==> src/rtl/loader_pkg.sv <==
// Shared definitions for the instruction-memory boot loader.
package loader_pkg;

  localparam int BYTE_W = 8;
  localparam int LEN_W  = 16;
  localparam int BYTES  = 4;

  typedef enum logic [2:0] {
    S_IDLE,
    S_LEN_HI,
    S_LEN_LO,
    S_DATA,
    S_WRITE,
    S_DONE,
    S_ERROR
  } state_t;

endpackage

==> src/rtl/word_assembler.sv <==
// Big-endian byte-to-word assembler: shifts bytes in MSB first and flags the
// 4th byte of a word so the loader can schedule the memory write.
module word_assembler
  import loader_pkg::*;
(
  input  logic                    clk,
  input  logic                    rst,
  input  logic                    clr,
  input  logic                    shift_en,
  input  logic [BYTE_W-1:0]       in_byte,
  output logic [BYTES*BYTE_W-1:0] word,
  output logic                    word_full
);

  logic [1:0] idx;

  // Shift register and byte index; the index wraps after the 4th byte.
  always_ff @(posedge clk) begin
    if (rst || clr) begin
      word <= '0;
      idx  <= '0;
    end else if (shift_en) begin
      word <= {word[(BYTES-1)*BYTE_W-1:0], in_byte};
      idx  <= idx + 2'd1;
    end
  end

  // High while the next accepted byte completes the word.
  assign word_full = (idx == 2'd3);

endmodule

==> src/rtl/inst_mem_loader.sv <==
// Boot loader: takes a length-prefixed byte stream, assembles 32-bit
// instructions and writes them to consecutive instruction-memory words,
// keeping the CPU in reset until the whole program is in place.
module inst_mem_loader #(
  parameter int WORD_W = 32,
  parameter int ADDR_W = 8,
  parameter int LEN_W  = 16
) (
  input  logic              clk,
  input  logic              rst,
  input  logic              start,
  input  logic [7:0]        in_byte,
  input  logic              in_valid,
  output logic              in_ready,
  output logic              wr_en,
  output logic [ADDR_W-1:0] wr_addr,
  output logic [WORD_W-1:0] wr_data,
  output logic              cpu_hold,
  output logic              done,
  output logic              load_err,
  output logic [ADDR_W:0]   word_count
);

  import loader_pkg::*;

  localparam int MAX_WORDS = 2**ADDR_W;

  state_t             state_q, state_d;
  logic [LEN_W-1:0]   len_q;
  logic [LEN_W-1:0]   full_len;
  logic [LEN_W-1:0]   cnt_inc_ext;
  logic [ADDR_W:0]    cnt_inc;
  logic [WORD_W-1:0]  asm_word;
  logic               asm_full;
  logic               asm_clr;
  logic               asm_shift;
  logic               xfer;

  // in_ready is a flop that mirrors "state accepts bytes", so it is safe to
  // qualify transfers with it directly.
  assign xfer        = in_valid & in_ready;
  assign full_len    = {len_q[LEN_W-1:8], in_byte};
  assign cnt_inc     = word_count + 1'b1;
  assign cnt_inc_ext = {{(LEN_W-ADDR_W-1){1'b0}}, cnt_inc};

  word_assembler u_asm (
    .clk       (clk),
    .rst       (rst),
    .clr       (asm_clr),
    .shift_en  (asm_shift),
    .in_byte   (in_byte),
    .word      (asm_word),
    .word_full (asm_full)
  );

  // Next-state logic and assembler controls.
  always_comb begin
    state_d   = state_q;
    asm_clr   = 1'b0;
    asm_shift = 1'b0;
    case (state_q)
      S_IDLE:   if (start) state_d = S_LEN_HI;
      S_LEN_HI: if (xfer)  state_d = S_LEN_LO;
      S_LEN_LO: if (xfer) begin
        asm_clr = 1'b1;
        if (full_len == '0)                         state_d = S_DONE;
        else if (full_len > LEN_W'(MAX_WORDS))      state_d = S_ERROR;
        else                                        state_d = S_DATA;
      end
      S_DATA: if (xfer) begin
        asm_shift = 1'b1;
        if (asm_full) state_d = S_WRITE;
      end
      S_WRITE:  state_d = (cnt_inc_ext == len_q) ? S_DONE : S_DATA;
      S_DONE,
      S_ERROR:  if (start) state_d = S_LEN_HI;
      default:  state_d = S_IDLE;
    endcase
  end

  // State, datapath and registered outputs decoded from the next state so
  // every output comes straight from a flop.
  always_ff @(posedge clk) begin
    if (rst) begin
      state_q    <= S_IDLE;
      len_q      <= '0;
      word_count <= '0;
      in_ready   <= 1'b0;
      wr_en      <= 1'b0;
      wr_addr    <= '0;
      wr_data    <= '0;
      cpu_hold   <= 1'b1;
      done       <= 1'b0;
      load_err   <= 1'b0;
    end else begin
      state_q  <= state_d;
      in_ready <= (state_d == S_LEN_HI) || (state_d == S_LEN_LO) || (state_d == S_DATA);
      wr_en    <= (state_d == S_WRITE);
      cpu_hold <= (state_d != S_DONE);
      done     <= (state_d == S_DONE);
      load_err <= (state_d == S_ERROR);

      if (state_q == S_LEN_HI && xfer) len_q[LEN_W-1:8] <= in_byte;
      if (state_q == S_LEN_LO && xfer) begin
        len_q      <= full_len;
        word_count <= '0;
      end
      // Capture the completed word including the byte arriving this cycle.
      if (state_q == S_DATA && state_d == S_WRITE) begin
        wr_addr <= word_count[ADDR_W-1:0];
        wr_data <= {asm_word[WORD_W-9:0], in_byte};
      end
      if (state_q == S_WRITE) word_count <= cnt_inc;
    end
  end

endmodule

==> config.mk <==
export PLATFORM = sky130hd
export DESIGN_NAME = inst_mem_loader
export DESIGN_NICKNAME = d
export VERILOG_FILES = /design/src/rtl/loader_pkg.sv /design/src/rtl/word_assembler.sv /design/src/rtl/inst_mem_loader.sv
export SDC_FILE = /design/constraint.sdc
export NUM_CORES = 1
export LEC_CHECK = 0
export CAP_MARGIN = 15
export CORE_ASPECT_RATIO = 0.8
export CORE_MARGIN = 2
export CORE_UTILIZATION = 57
export DETAILED_ROUTE_END_ITERATION = 6
export PLACE_DENSITY = 0.84
export SYNTH_ARGS = -nofsm -noshare
export SYNTH_HDL_FRONTEND = slang
export SYNTH_SLANG_ARGS = --single-unit
==> constraint.sdc <==
create_clock -name clk -period 3.85 [get_ports clk]
set_input_delay 0.77 -clock clk [delete_from_list [all_inputs] [get_ports clk]]
set_output_delay 0.77 -clock clk [all_outputs]
set_load 0.02 [all_outputs]
==> key figures <==
Yosys
  – Commonest cells post-synth: nand2_1, dfxtp_1, a21oi_1, clkbuf_1, nor2_1
  – Area contributors post-synth: dfxtp_1, nand2_1, a21oi_1, mux2i_1, clkbuf_1
  – Sequential-to-total area share from yosys stat: 48.3%
  – EDFF count, synth: 0
  – Most common cell in the netlist: nand2_1
  – Async SR Flop Fraction: 0%
  – Synth Register Bits: 99
  – Yosys top cell area share: 48.3%
  – Mapped Nets: 531
  – Synth Flop Type: dfxtp_1
  – Synthesized area per cell: 7.93 µm²
  – Distinct cell type count after synthesis: 46
  – Cell Area, Synth: 0.00410 mm²
  – Largest area contributor in the netlist: dfxtp_1
  – Synth warn: 0
  – Cells after synthesis: 517

Layout
  – Synth-to-Final Area Change: 21.3%
  – Filler instances: 501
  – Share of layout cells above drive strength 1: roughly 5.3%
  – Antenna fix cells: 0
  – Fin area: 0.00498 mm²
  – Finished Core Util: 71.9%
  – Final #Nets: 577

STA
  – Worst-margin pin slew: 853 ps
  – Slew margin rel.: 42.8%
  – Final WS setup: between 900 and 1000 ps
  – Hold Fails Final Rpt: 0
  – Crit share post-route: 74.9%
  – Fmax: 0.347 GHz
  – Setup_tns: 0 ps
  – Setup Viol. Count Final: 0
  – RSZ-0062 raised after global routing: false
  – Final Slew Violations: 0
  – Final Critical Period: 2880 ps
  – Clock skew: around 14 ps

Power and ir drop
  – LEAKAGE: roughly 1.6 nW
  – Pwr dens: 363 mW/mm²
  – VDD IR max: 0.224 mV

Setup path
  – Worst Path Arrival: 3170 ps
  – Crit. End Element: flip-flop
  – CP Max Fanout: 33
  – Worst reg2reg setup slack: ~1200 ps
  – Crit path kind: in2reg
  – Crit path required time: 4130 ps
  – Setup crit start kind: input port

Clock tree
  – Post-CTS Setup Bufs: 0
  – CTS tree: built
  – Hold_buf cts: 0
  – Post-CTS sizing: 0
  – Clock Tree Buf Depth: 2
  – Htree depth: 3
  – CTS Sinks: 99
  – CTS Root Cell: clkbuf_8
  – Skew-Pair Late Insertion Delay: 370 ps
  – Clock-pin transition on the worst setup and hold timing paths: 110 ps
  – CTS buffer count: 9

Run
  – Max_cap viols: 0

Routing
  – Via density: 5.77
  – Via count: 3,777
  – DRC: 0
  – Drt first pass iters: 5
  – Routed Antenna Nets: 0
  – Drt wl/cell: 14.8 µm
  – DRT Wirelength: roughly 9.7 mm
  – Drt first-iter violations: 355

Floorplan
  – Die ar.: 0.00789 mm²
  – Core Footprint: between 0.006 and 0.007 mm²
  – Initial core utilization: between 50% and 60%
  – DIE WIDTH: ~99 µm
  – Die Span Y: roughly 80 µm
  – Num ports: 66
  – # rows: 27

Global route
  – Pin count of the biggest net entering global routing: 49
  – Remaining global-route overflow: 0
  – Global-route wire length before repair: 16.0 mm
  – Vias in the first global route: 3,356
  – GRT Util Overall: about 25%
  – Antenna violations before repair: 0

Placement
  – DP Wirelength: 6.62 mm
  – IO Port Bufs: between 60 and 70
  – Placed cell areas: 0.00477 mm²
  – RD Place Congestion: between 0.9 and 1
  – DP Worst Slack: between 600 and 700 ps

Min path
  – Hold Crit Class: reg2reg

Status
  – Status: complete, no violations
[critical path: stages]
cell             delay [ps]
clkdlybuf4s50_1         450
nand2_1                 260
nor3_4                  130
a221oi_1                570
or2_1                   340
buf_4                   370
nand2_1                 100
a21oi_1                 170
[layer usage]
| layer | part of all wire, % | global-route usage [%] |
|---|---|---|
| met2 | 44 | 38.2 |
| met1 | 46 | 34.9 |
| met5 | 0 | 0 |
| met3 | 8.5 | 5.95 |
| met4 | 1.6 | 8.77 |
[path summary, 6_finish.rpt]
check                       from        endpoint  cells after the start
hold / removal    u_asm.word[12]  u_asm.word[20]                      2
setup / recovery        in_valid      wr_data[9]                      8
hold reg to reg   u_asm.word[12]  u_asm.word[20]                      2
setup reg to reg   word_count[0]        load_err                      7
[through the flow]
step / cells / hold slack [ps] / total power, mW
after floorplan: 517 / 432 / 1.10
after global placement: 639 / 441 / 1.13
after detailed placement: 639 / 448 / 1.13
after CTS: 655 / 462 / 1.81
after global routing: 655 / 473 / 1.87
final: 655 / 458 / 1.80
[area by class of cell]
cell class,instances,area [µm²],area share (%)
Multi-Input combinational cell,381,1970,39.6
Tap cell,87,109,2.19
Clock buffer,9,124,2.49
Inverter,1,3.75,0.0754
Clock inverter,7,85.1,1.71
Sequential cell,99,1980,39.8
Timing Repair Buffer,71,703,14.1
[flip-flops by register name (all words and copies together) (netlist names)]
| register | count |
|---|---|
| wr_data | 32 |
| u_asm.word | 24 |
| len_q | 16 |
| word_count | 9 |
| wr_addr | 8 |
| state_q | 3 |
| u_asm.idx | 2 |
| cpu_hold | 1 |
| done | 1 |
| in_ready | 1 |
| load_err | 1 |
| wr_en | 1 |
[cell usage in the layout, fill, tap and decap left out, drive strengths merged, types with 7 or more instances in the layout]
cell type      synthesis  layout
or3                    7       7
nand2                159     159
a21oi                 87      87
clkbuf                24       9
buf                   12       7
nor2                  23      23
mux2i                  9       9
clkdlybuf4s50          0      64
nor3                   9       9
dfxtp                 99      99
xnor2                  7       7
o21ai                 12      12
[where the power goes]
part	total, mW	internal (mW)	switching (mW)
registers	1.04	1.03	0.00801
logic	0.0745	0.0275	0.0470
clock network	0.694	0.312	0.382
[logic make-up (layout without fill, tap and decap cells)]
| logic type | count (synthesis) | after routing | share of synthesized area [%] |
|---|---|---|---|
| and+or+nand+nor | 236 | 236 | 25.6 |
| AOI/OAI and AO/OA | 121 | 121 | 16.8 |
| DFF | 99 | 99 | 48.3 |
| buffers and inverters | 37 | 88 | 3.72 |
| xor gates and xnor gates | 13 | 13 | 2.78 |
| muxes | 9 | 9 | 2.20 |
| adders and majority gates | 2 | 2 | 0.610 |
No activity file was read; power rests on OpenSTA's default activity.
